<file path="src/rtl/mem_arbiter.sv">
// Arbiter sharing one single-ported unified I/D RAM between fetch and memory stages.
// Optional stall-cycle counters are enabled by defining ARB_STATS_EN.
module mem_arbiter #(
  parameter int unsigned ACK_TIMEOUT = 16,
  parameter int unsigned ADDR_W      = 32
) (
  input  logic              clock,
  input  logic              rst,
  input  logic              if_req,
  input  logic [ADDR_W-1:0] if_addr,
  input  logic              if_flush,
  output logic              if_ready,
  output logic [31:0]       if_rdata,
  input  logic              mem_req,
  input  logic              mem_we,
  input  logic              mem_word,
  input  logic [ADDR_W-1:0] mem_addr,
  input  logic [31:0]       mem_wdata,
  output logic              mem_ready,
  output logic [31:0]       mem_rdata,
  output logic              ram_en,
  output logic              ram_we,
  output logic              ram_word,
  output logic [ADDR_W-1:0] ram_addr,
  output logic [31:0]       ram_wdata,
  input  logic [31:0]       ram_rdata,
  input  logic              ram_ack,
  output logic              stall_fetch,
  output logic              stall_mem,
  output logic              err
`ifdef ARB_STATS_EN
  ,
  output logic [31:0]       stall_cnt_if,
  output logic [31:0]       stall_cnt_mem
`endif
);

  localparam int unsigned DATA_W = 32;
  localparam int unsigned CNT_W  = 8;
  localparam int unsigned STAT_W = 32;

  typedef enum logic [1:0] {
    IDLE = 2'd0,
    DATA = 2'd1,
    INST = 2'd2
  } state_t;

  state_t              state_q, state_d;
  logic [CNT_W-1:0]    cnt_q, cnt_d;
  logic                squash_q, squash_d;
  logic                ram_en_q, ram_en_d;
  logic                ram_we_q, ram_we_d;
  logic                ram_word_q, ram_word_d;
  logic [ADDR_W-1:0]   ram_addr_q, ram_addr_d;
  logic [DATA_W-1:0]   ram_wdata_q, ram_wdata_d;
  logic                if_ready_q, if_ready_d;
  logic [DATA_W-1:0]   if_rdata_q, if_rdata_d;
  logic                mem_ready_q, mem_ready_d;
  logic [DATA_W-1:0]   mem_rdata_q, mem_rdata_d;
  logic                err_q, err_d;

  logic                mem_go;
  logic                if_go;
  logic                expired;

  // A requester still shows its just-completed request in its ready cycle; don't reissue it.
  assign mem_go  = mem_req & ~mem_ready_q;
  assign if_go   = if_req & ~if_ready_q;
  assign expired = (cnt_q == CNT_W'(ACK_TIMEOUT - 1));

  // Next-state and registered-output logic
  always_comb begin
    state_d     = state_q;
    cnt_d       = cnt_q;
    squash_d    = squash_q;
    ram_en_d    = ram_en_q;
    ram_we_d    = ram_we_q;
    ram_word_d  = ram_word_q;
    ram_addr_d  = ram_addr_q;
    ram_wdata_d = ram_wdata_q;
    if_ready_d  = 1'b0;
    if_rdata_d  = if_rdata_q;
    mem_ready_d = 1'b0;
    mem_rdata_d = mem_rdata_q;
    err_d       = err_q;

    case (state_q)
      IDLE: begin
        squash_d = 1'b0;
        if (mem_go) begin
          state_d     = DATA;
          cnt_d       = '0;
          ram_en_d    = 1'b1;
          ram_we_d    = mem_we;
          ram_word_d  = mem_word;
          ram_addr_d  = mem_addr;
          ram_wdata_d = mem_wdata;
        end else if (if_go) begin
          state_d    = INST;
          cnt_d      = '0;
          ram_en_d   = 1'b1;
          ram_we_d   = 1'b0;
          ram_word_d = 1'b1;
          ram_addr_d = if_addr;
          squash_d   = if_flush;
        end
      end

      DATA: begin
        if (ram_ack) begin
          state_d     = IDLE;
          ram_en_d    = 1'b0;
          mem_ready_d = 1'b1;
          if (!ram_we_q) begin
            mem_rdata_d = ram_rdata;
          end
        end else if (expired) begin
          state_d  = IDLE;
          ram_en_d = 1'b0;
          err_d    = 1'b1;
        end else begin
          cnt_d = cnt_q + CNT_W'(1);
        end
      end

      INST: begin
        // A flush in the ack cycle itself still squashes the delivery.
        if (ram_ack) begin
          state_d  = IDLE;
          ram_en_d = 1'b0;
          squash_d = 1'b0;
          if (!(squash_q | if_flush)) begin
            if_ready_d = 1'b1;
            if_rdata_d = ram_rdata;
          end
        end else if (expired) begin
          state_d  = IDLE;
          ram_en_d = 1'b0;
          squash_d = 1'b0;
          err_d    = 1'b1;
        end else begin
          cnt_d    = cnt_q + CNT_W'(1);
          squash_d = squash_q | if_flush;
        end
      end

      default: begin
        state_d  = IDLE;
        ram_en_d = 1'b0;
        squash_d = 1'b0;
      end
    endcase
  end

  // State and output registers
  always_ff @(posedge clock) begin
    if (!rst) begin
      state_q     <= IDLE;
      cnt_q       <= '0;
      squash_q    <= 1'b0;
      ram_en_q    <= 1'b0;
      ram_we_q    <= 1'b0;
      ram_word_q  <= 1'b0;
      ram_addr_q  <= '0;
      ram_wdata_q <= '0;
      if_ready_q  <= 1'b0;
      if_rdata_q  <= '0;
      mem_ready_q <= 1'b0;
      mem_rdata_q <= '0;
      err_q       <= 1'b0;
    end else begin
      state_q     <= state_d;
      cnt_q       <= cnt_d;
      squash_q    <= squash_d;
      ram_en_q    <= ram_en_d;
      ram_we_q    <= ram_we_d;
      ram_word_q  <= ram_word_d;
      ram_addr_q  <= ram_addr_d;
      ram_wdata_q <= ram_wdata_d;
      if_ready_q  <= if_ready_d;
      if_rdata_q  <= if_rdata_d;
      mem_ready_q <= mem_ready_d;
      mem_rdata_q <= mem_rdata_d;
      err_q       <= err_d;
    end
  end

  assign ram_en      = ram_en_q;
  assign ram_we      = ram_we_q;
  assign ram_word    = ram_word_q;
  assign ram_addr    = ram_addr_q;
  assign ram_wdata   = ram_wdata_q;
  assign if_ready    = if_ready_q;
  assign if_rdata    = if_rdata_q;
  assign mem_ready   = mem_ready_q;
  assign mem_rdata   = mem_rdata_q;
  assign err         = err_q;

  // Stalls are combinational so the pipeline releases in the ready cycle itself.
  assign stall_mem   = mem_req & ~mem_ready_q;
  assign stall_fetch = (if_req & ~if_ready_q) | stall_mem;

`ifdef ARB_STATS_EN
  logic [STAT_W-1:0] stall_cnt_if_q, stall_cnt_if_d;
  logic [STAT_W-1:0] stall_cnt_mem_q, stall_cnt_mem_d;

  // Saturating stall-cycle counters
  always_comb begin
    stall_cnt_if_d  = stall_cnt_if_q;
    stall_cnt_mem_d = stall_cnt_mem_q;
    if (stall_fetch && !stall_mem && (stall_cnt_if_q != '1)) begin
      stall_cnt_if_d = stall_cnt_if_q + STAT_W'(1);
    end
    if (stall_mem && (stall_cnt_mem_q != '1)) begin
      stall_cnt_mem_d = stall_cnt_mem_q + STAT_W'(1);
    end
  end

  always_ff @(posedge clock) begin
    if (!rst) begin
      stall_cnt_if_q  <= '0;
      stall_cnt_mem_q <= '0;
    end else begin
      stall_cnt_if_q  <= stall_cnt_if_d;
      stall_cnt_mem_q <= stall_cnt_mem_d;
    end
  end

  assign stall_cnt_if  = stall_cnt_if_q;
  assign stall_cnt_mem = stall_cnt_mem_q;
`endif

endmodule

</file>
<file path="config.mk">
export PLATFORM = sky130hd
export DESIGN_NAME = mem_arbiter
export DESIGN_NICKNAME = d
export VERILOG_FILES = /design/src/rtl/mem_arbiter.sv
export SDC_FILE = /design/constraint.sdc
export NUM_CORES = 1
export LEC_CHECK = 0
export BUFFER_PORTS_ARGS = -buffer_cell sky130_fd_sc_hd__buf_2
export CELL_PAD_IN_SITES_DETAIL_PLACEMENT = 1
export CELL_PAD_IN_SITES_GLOBAL_PLACEMENT = 1
export CORE_MARGIN = 5
export CORE_UTILIZATION = 34
export CTS_BUF_LIST = sky130_fd_sc_hd__clkbuf_16
export DETAILED_ROUTE_END_ITERATION = 16
export MAX_ROUTING_LAYER = met4
export PLACE_DENSITY = 0.9
export SYNTH_ARGS = -nofsm -noshare
export SYNTH_HDL_FRONTEND = slang
export SYNTH_SLANG_ARGS = --single-unit
</file>
<file path="constraint.sdc">
create_clock -name clock -period 5.3 [get_ports clock]
set_input_delay 1.06 -clock clock [delete_from_list [all_inputs] [get_ports clock]]
set_output_delay 1.06 -clock clock [all_outputs]
set_load 0.02 [all_outputs]
</file>
==> flow_summary_export.csv, run 1 <==
group,metric,value,unit
status,status,"completed",
floorplanning,pin_count,272,
global_route,antenna_found_initial,1,
floorplanning,die-height,138,µm
logic_synthesis,synth_top_area_share,51.8,%
sta,finalHoldViolCount,0,
sta,post-route-period-util,60.2,%
place,port_buffers,271,
critical_path,path_class,"in2out",
pwr,leakagePower,3.46,nW
critical_path,cp-end-kind,"output port",
critical_path,crit_arrival,2130,ps
drt,viasPerCell,4.89,
floorplanning,initial_core_util,34.3,%
cells_and_area,drive_above_1_share,34.1,%
floorplanning,coreArea,16300,µm²
logic_synthesis,synth_area_per_cell,7.95,µm²
sta,fin_skew,8.47,ps
drt,vias,5780,
logic_synthesis,ys.flop_type,"dfxtp_1",
logic_synthesis,synth_common_cells,"nand2_1 (264), dfxtp_1 (145), a21oi_1 (104)",
place,placed_cells,1150,
logic_synthesis,yosysUniqueCellTypes,44,
drt,route.detailed.drc,0,
logic_synthesis,yosysTopAreaCell,"dfxtp_1",
min_path,min_from,"ram_wdata[22]$_SDFFE_PN0P_",
clock_network,cts_max_path_buffers,2,
clock_network,cts_tree,"built",
sta,slew_viol_final,0,
logic_synthesis,synth-edff-count,0,
cells_and_area,num-nets-final,1089,
clock_network,postCtsSetupBuffers,0,
cells_and_area,seqCellArea,2900,µm²
critical_path,worstReg2RegStart,"mem_ready$_SDFF_PN0_",
clock_network,cts_made_buffers,17,
drt,ant_nets,0,
min_path,holdPathStages,2,
pwr,vdd_drop_max,0.000222,V
critical_path,cp.required,4240,ps
sta,worst_slew_pin_slew,1190,ps
sta,slew_headroom,20.6,%
global_route,grt_usage,20.4,%
sta,fin_tns_setup,0,ps
critical_path,rr_worst_depth,5,
pwr,internal_power,0.00196,W
place,dp_hpwl,14.1,mm
logic_synthesis,ys_ff_latch,145,
logic_synthesis,postSynthCellCount,705,
pwr,swShare,31.5,%
pwr,pwr-share-clk,40.3,%
clock_network,ctsResizeCount,0,
sta,rsz0062_at_grt,"false",
pwr,p_seq_share,42.2,%
logic_synthesis,ys_async_sr_fraction,0,%
pwr,net-switching-power,0.000900,W
sta,period_needed,3190,ps
clock_network,clk_pin_slew,60,ps
cells_and_area,nFillCells,2082,
drt,routedWlPerCell,16.6,µm
flow_run,cap_violations,0,
min_path,min_to,"ram_wdata[22]$_SDFFE_PN0P_",
place,place_congestion,0.843,
sta,fmax,314,MHz
global_route,grt-ovfl-total,0,
drt,dr.pass1.iters,4,
logic_synthesis,synth.most_common_cell,"nand2_1",
global_route,grt_pass1_wl,30.9,mm
logic_synthesis,synth_area_leaders,"dfxtp_1 (52%), nand2_1 (18%), a21oi_1 (9.3%), a311oi_1 (5.0%), nor2_1 (2.6%)",
critical_path,r2r-end,"ram_addr[24]$_SDFFE_PN0P_",
min_path,hold_path.class,"reg2reg",
floorplanning,die_area,19100,µm²
global_route,grt_pass1_vias,6061,
floorplanning,die_w,138,µm
logic_synthesis,ys.warnings.count,0,
critical_path,start_kind,"input port",
critical_path,crit_path_max_fanout,39,
logic_synthesis,synth_nets,845,
critical_path,startpoint,"mem_req",
critical_path,rrSetupSlack,2710,ps
pwr,power_density,375,nW/µm²
cells_and_area,instances_no_fill,1183,
drt,routed_wl,19.6,mm
logic_synthesis,synth.yosys.seq_area_share,51.8,%
global_route,grt_max_degree,107,
clock_network,clock_latency,420,ps
cells_and_area,multiInputGateArea,2440,µm²
cells_and_area,area_delta_synth_final,36.2,%
logic_synthesis,synth_area,5600,µm²
clock_network,ctsHoldBuffers,0,
drt,drt_iter0_drc,209,
clock_network,clock-sinks,145,
clock_network,clockRootBuffer,"clkbuf_16",
floorplanning,num_rows,47,
sta,setup_violations,0,
clock_network,cts_max_level,4,
pwr,pwr-share-comb,17.5,%
worst max-delay path, cell delays in order:
cell      delay, ps
buf_2            80
nand2b_1         70
inv_2           500
or2_2           240
buf_2           160
worst max-delay path by stage:
stage	to	slack [ps]	cells past startpoint
2_1_floorplan	stall_fetch	2420	5
3_3_place_gp	ram_we$_SDFFE_PN0P_	2080	6
3_5_place_dp	ram_addr[18]$_SDFFE_PN0P_	1990	6
4_1_cts	stall_fetch	2110	5
5_1_grt	stall_fetch	2040	5
6_report	stall_fetch	2110	5
power by group through the flow:
stage	logic [W]	registers, W	clock network, W
2_1_floorplan	0.000225	0.00132	0
5_1_grt	0.000551	0.00122	0.00123
3_3_place_gp	0.000489	0.00123	0
6_report	0.000501	0.00121	0.00115
4_1_cts	0.000507	0.00121	0.00118
3_5_place_dp	0.000505	0.00123	0
layout by cell type (no fill, tap or decap), types with 3 or more instances in the layout:
cell         n
clkinv_4     4
clkbuf_16   17
nor2_1      37
nand2_1    264
nand3_1      8
nand3b_1     5
mux2i_1      5
inv_8        4
buf_2      271
ha_1         4
or2_2        3
a21oi_1    104
buf_4        7
dfxtp_1    145
inv_1        6
a211oi_1     5
inv_6        4
a311oi_1    32
registers in the layout, summed over array words and instances, names as in the netlist:
| register | cells |
|---|---|
| ram_en | 1 |
| mem_ready | 1 |
| ram_wdata | 32 |
| if_ready | 1 |
| ram_we | 1 |
| state_q | 2 |
| ram_word | 1 |
| squash_q | 1 |
| if_rdata | 32 |
| cnt_q | 8 |
| err | 1 |
| mem_rdata | 32 |
| ram_addr | 32 |
stage by stage:
stage | util, % | hold slack [ps] | cell area, µm² | worst slack (ps) | total power, W
final | 46.7 | 449 | 7630 | 2110 | 0.00286
after global placement | 43.2 | 439 | 7060 | 2080 | 0.00172
after global routing | 46.7 | 475 | 7630 | 2040 | 0.00300
after detailed placement | 43.2 | 444 | 7060 | 1990 | 0.00174
after CTS | 46.6 | 453 | 7630 | 2110 | 0.00289
after floorplan | - | 443 | 5600 | 2420 | 0.00154
cell type report:
type | count | area share [%]
sequential | 145 | 38.1
multi-input combinational | 499 | 32.0
timing repair buffer | 278 | 18.5
clock buffer | 17 | 5.58
tap | 220 | 3.61
clock inverter | 15 | 1.89
inverter | 8 | 0.426
antenna | 1 | 0.0328
layer usage:
| layer | up-vias | track usage, % | wire length (µm) |
|---|---|---|---|
| met2 | 192 | 35.3 | 9960 |
| met3 | 37 | 5.59 | 1190 |
| met1 | 2702 | 22.3 | 7970 |
| met4 | 0 | 7.64 | 495 |
| met5 | - | - | 0 |
| li1 | 2849 | - | - |
cell families after synthesis:
kind of cell / after synthesis / share of synthesized area, %
flops: 145 / 51.8
mux: 5 / 0.893
fa+ha+maj: 4 / 0.893
compound gates: 154 / 17.0
buf+inv: 61 / 4.78
simple gates: 336 / 24.6
Note: power is estimated with default switching activity, not from simulation.
==> run 2: changes to the inputs <==
CORE_UTILIZATION = 29   (was 34)
PLACE_DENSITY = 0.82   (was 0.9)
clock period = 2.68 ns   (was 5.3 ns; I/O delays follow)
==> flow_summary_export.csv, run 2 (synthesis results as in run 1) <==
group,metric,value,unit
min_path,hold_path.class,"in2reg",
critical_path,start_kind,"flop",
critical_path,crit_arrival,1740,ps
global_route,grt-ovfl-total,0,
clock_network,clockRootBuffer,"clkbuf_16",
clock_network,clock_latency,410,ps
sta,slew_headroom,44.7,%
clock_network,postCtsSetupBuffers,0,
sta,fin_tns_setup,0,ps
critical_path,crit_path_max_fanout,20,
floorplanning,die_area,22200,µm²
sta,worst_slew_pin_slew,825,ps
drt,routed_wl,19.5,mm
critical_path,path_delay_family,"buffers and inverters",
min_path,holdPathStages,3,
critical_path,critical-path-max-stage-delay,320,ps
sta,post-route-period-util,84.9,%
clock_network,cts_tree,"built",
sta,fmax,439,MHz
clock_network,cts_max_path_buffers,2,
critical_path,cp-end-kind,"output port",
cells_and_area,final_common_cell,"buf_2",
cells_and_area,antenna_cells,0,
drt,drt_iter0_drc,164,
global_route,grt_max_degree,67,
cells_and_area,area_delta_synth_final,37.8,%
clock_network,ctsHoldBuffers,0,
pwr,power_density,730,nW/µm²
cells_and_area,stdcell_area,7720,µm²
min_path,min_from,"ram_rdata[26]",
critical_path,rr_worst_depth,7,
critical_path,path_buf_inv,3,
critical_path,path_class,"reg2out",
critical_path,worstReg2RegStart,"state_q[0]$_SDFFE_PN0P_",
sta,finalHoldViolCount,0,
floorplanning,die-height,149,µm
cells_and_area,num-nets-final,1093,
flow_run,cap_violations,0,
sta,period_needed,2280,ps
critical_path,cp_slowest_cell,"buf_4",
sta,slew_viol_final,0,
drt,route.detailed.drc,0,
clock_network,cts_made_buffers,17,
clock_network,clk_pin_slew,60,ps
critical_path,cp.required,2140,ps
critical_path,crit_chain,"nand2b_1 > inv_2 > buf_4 > buf_2",
floorplanning,num_rows,50,
pwr,leakagePower,3.47,nW
global_route,grt_pass1_vias,5827,
place,place_congestion,0.790,
min_path,min_to,"if_rdata[26]$_SDFFE_PN0P_",
cells_and_area,drive_above_1_share,33.8,%
sta,setup_violations,0,
cells_and_area,nFillCells,2406,
sta,fin_skew,10.3,ps
drt,viasPerCell,4.70,
sta,hold_ws,367,ps
floorplanning,initial_core_util,29.6,%
global_route,antenna_found_initial,0,
sta,rsz0062_at_grt,"false",
critical_path,r2r-end,"cnt_q[2]$_SDFFE_PN0P_",
cells_and_area,post-route-util,40.9,%
floorplanning,die_w,149,µm
drt,routedWlPerCell,15.9,µm
drt,vias,5747,
drt,dr.pass1.iters,4,
global_route,grt_usage,17.5,%
cells_and_area,mostFrequentLayoutCells,"buf_2 (271), nand2_1 (264), dfxtp_1 (145)",
place,dp_hpwl,14.3,mm
critical_path,rrSetupSlack,750,ps
place,place_area,7170,µm²
drt,ant_nets,0,
floorplanning,pin_count,272,
clock_network,ctsResizeCount,0,
pwr,vdd_drop_max,0.000366,V
status,status,"completed",
floorplanning,coreArea,18900,µm²
clock_network,cts_max_level,4,
place,port_buffers,271,
clock_network,clock-sinks,145,
global_route,grt_pass1_wl,30.3,mm
[run 2: changes by cell type in the layout (fill, tap and decap cells not counted), moves of 3 or more]
cell	delta
buf_12	+3
inv_6	-3
clkinv_4	-4
clkinv_1	+4
inv_8	-4
[run 2: layout make-up]
| cell class | count | area (µm²) | share of cell area (%) |
|---|---|---|---|
| Clock buffer | 17 | 425 | 5.51 |
| Clock inverter | 13 | 121 | 1.57 |
| Inverter | 8 | 32.5 | 0.421 |
| Multi-Input combinational cell | 499 | 2440 | 31.6 |
| Sequential cell | 145 | 2900 | 37.6 |
| Tap cell | 260 | 325 | 4.21 |
| Timing Repair Buffer | 282 | 1480 | 19.1 |
[run 2: routing by layer]
| metal | part of all wire [%] | GRT usage [%] | up-vias |
|---|---|---|---|
| li1 | - | - | 2853 |
| met1 | 43 | 20.5 | 2693 |
| met2 | 48 | 29.0 | 176 |
| met3 | 6.4 | 4.77 | 25 |
| met4 | 2.2 | 5.72 | 0 |
| met5 | 0 | - | - |
[run 2: power by group]
group	internal [W]	switching, W	leakage [nW]
combinational	0.000352	0.000659	2.02
sequential	0.00231	0.0000773	1.18
clock	0.00134	0.000896	0.261
total	0.00400	0.00163	3.47
[run 2: how the worst max path moves through the flow]
stage | cells after the start | from | end | slack (ps)
finish | 4 | mem_ready$_SDFF_PN0_ | stall_mem | 400
global route | 4 | mem_ready$_SDFF_PN0_ | stall_mem | 300
CTS | 4 | mem_ready$_SDFF_PN0_ | stall_mem | 400
detailed placement | 5 | mem_req | stall_mem | 610
global placement | 5 | mem_req | stall_mem | 630
floorplan | 5 | mem_req | stall_fetch | 840
[run 2: stage by stage]
| step | setup WS [ps] | power (W) | cells |
|---|---|---|---|
| 3_5_place_dp | 611 | 0.00346 | 1194 |
| 5_1_grt | 304 | 0.00594 | 1224 |
| 6_report | 404 | 0.00564 | 1224 |
| 2_1_floorplan | 844 | 0.00305 | 705 |
| 3_3_place_gp | 632 | 0.00343 | 1194 |
| 4_1_cts | 396 | 0.00573 | 1224 |
[run 2: tightest hold or removal path, cell delays in order]
cell	delay [ps]
buf_2	100
nand2_1	50
a21oi_1	50
==> run 3: changes to the inputs <==
CORE_UTILIZATION = 32   (was 29)
PLACE_DENSITY = 0.86   (was 0.82)
clock period = 2.3 ns   (was 2.68 ns; I/O delays follow)
==> flow_summary_export.csv, run 3 (synthesis results as in run 1) <==
group,metric,value,unit
clock_network,cts_tree,"built",
global_route,antenna_found_initial,0,
global_route,grt_usage,19.5,%
drt,vias,5801,
drt,viasPerCell,4.85,
cells_and_area,num-nets-final,1097,
cells_and_area,area_delta_synth_final,38.5,%
drt,route.detailed.drc,0,
floorplanning,die_area,20300,µm²
sta,fin_tns_setup,0,ps
critical_path,cp.required,1840,ps
cells_and_area,nFillCells,2164,
clock_network,postCtsSetupBuffers,0,
place,dp_hpwl,14.5,mm
critical_path,critical-path-max-stage-delay,340,ps
min_path,holdPathStages,3,
sta,period_needed,1930,ps
clock_network,ctsHoldBuffers,0,
critical_path,crit_path_max_fanout,8,
sta,slew_viol_final,0,
drt,dr.pass1.iters,4,
floorplanning,die_w,142,µm
status,status,"completed",
pwr,power_density,875,nW/µm²
drt,routed_wl,19.6,mm
sta,post-route-period-util,83.9,%
sta,hold_ws,287,ps
clock_network,clk_pin_slew,60,ps
cells_and_area,multiInputGateArea,2440,µm²
sta,setup_violations,0,
critical_path,crit_chain,"nand2b_1 > inv_2 > or2_2 > buf_2",
floorplanning,num_rows,48,
critical_path,r2r-end,"cnt_q[2]$_SDFFE_PN0P_",
sta,rsz0062_at_grt,"false",
clock_network,cts_made_buffers,17,
cells_and_area,mostFrequentLayoutCells,"buf_2 (271), nand2_1 (264), dfxtp_1 (145)",
critical_path,cp_slowest_cell,"dfxtp_1",
sta,worst_slew_pin_slew,518,ps
pwr,vdd_drop_max,0.000499,V
sta,slew_headroom,65.5,%
clock_network,cts_max_path_buffers,2,
floorplanning,initial_core_util,32.5,%
critical_path,rrSetupSlack,380,ps
min_path,min_from,"mem_wdata[23]",
pwr,leakagePower,3.52,nW
clock_network,ctsResizeCount,0,
floorplanning,coreArea,17200,µm²
sta,fmax,518,MHz
drt,routedWlPerCell,16.4,µm
floorplanning,die-height,142,µm
min_path,hold_path.class,"in2reg",
clock_network,cts_max_level,4,
place,place_congestion,0.811,
global_route,grt_pass1_wl,30.6,mm
global_route,grt_pass1_vias,6008,
sta,finalHoldViolCount,0,
floorplanning,pin_count,272,
critical_path,path_class,"reg2out",
critical_path,crit_cells,4,
critical_path,path_delay_family,"simple AND/OR/NAND/NOR gates",
drt,ant_nets,0,
pwr,p_total,0.00679,W
critical_path,startpoint,"mem_ready$_SDFF_PN0_",
cells_and_area,seqCellArea,2900,µm²
critical_path,crit_arrival,1470,ps
clock_network,clock-sinks,145,
cells_and_area,instances_no_fill,1195,
global_route,grt_max_degree,56,
cells_and_area,final_common_cell,"buf_2",
clock_network,clockRootBuffer,"clkbuf_16",
critical_path,endpoint,"stall_fetch",
cells_and_area,post-route-util,45.0,%
sta,fin_skew,7.82,ps
critical_path,cp-end-kind,"output port",
critical_path,path_buf_inv,2,
clock_network,clock_latency,410,ps
critical_path,start_kind,"flop",
flow_run,cap_violations,0,
cells_and_area,drive_above_1_share,34.0,%
global_route,grt-ovfl-total,0,
critical_path,worstReg2RegStart,"state_q[0]$_SDFFE_PN0P_",
critical_path,rr_worst_depth,7,
drt,drt_iter0_drc,207,
place,placed_cells,1163,
place,port_buffers,271,
==> run 3: metrics by stage <==
step                      instance area (µm²)  worst slack [ps]
after floorplan                          5600               585
final                                    7760               370
after detailed placement                 7160               404
after global routing                     7760               294
after CTS                                7760               334
after global placement                   7160               472
==> run 3: cell type report <==
| type | instances | share of cell area (%) |
|---|---|---|
| Multi-Input combinational cell | 499 | 31.4 |
| Clock buffer | 17 | 5.48 |
| Inverter | 8 | 0.419 |
| Sequential cell | 145 | 37.4 |
| Clock inverter | 14 | 2.21 |
| Tap cell | 225 | 3.63 |
| Antenna cell | 1 | 0.0322 |
| Timing Repair Buffer | 286 | 19.4 |
==> run 3: worst register-to-register path, stage by stage (launching register included) <==
cell	delay [ps]
dfxtp_1	360
inv_1	80
ha_1	340
and2b_1	270
o32ai_1	90
buf_4	160
or4_1	400
a21oi_1	160
==> run 3: report_power, final <==
group          internal (W)  switching [W]  total [W]  leakage, nW
clock               0.00179        0.00104    0.00282        0.288
combinational      0.000419       0.000770    0.00119         2.04
sequential          0.00269      0.0000898    0.00278         1.18
==> run 3: worst min path at each step <==
stage / slack [ps] / endpoint
6_report: 290 / ram_wdata[23]$_SDFFE_PN0P_
5_1_grt: 280 / mem_rdata[14]$_SDFFE_PN0P_
4_1_cts: 260 / ram_wdata[29]$_SDFFE_PN0P_
3_5_place_dp: 440 / mem_rdata[31]$_SDFFE_PN0P_
3_3_place_gp: 440 / mem_rdata[28]$_SDFFE_PN0P_
2_1_floorplan: 440 / squash_q$_SDFFE_PN0N_
==> run 3: metal layers <==
layer  vias up  share of wire, %  track usage, %
met1      2707                41            21.7
met3        42               6.8            5.24
met2       192                49            33.2
met4         0               3.4            8.25
met5         -                 0               -
li1       2860                 -               -
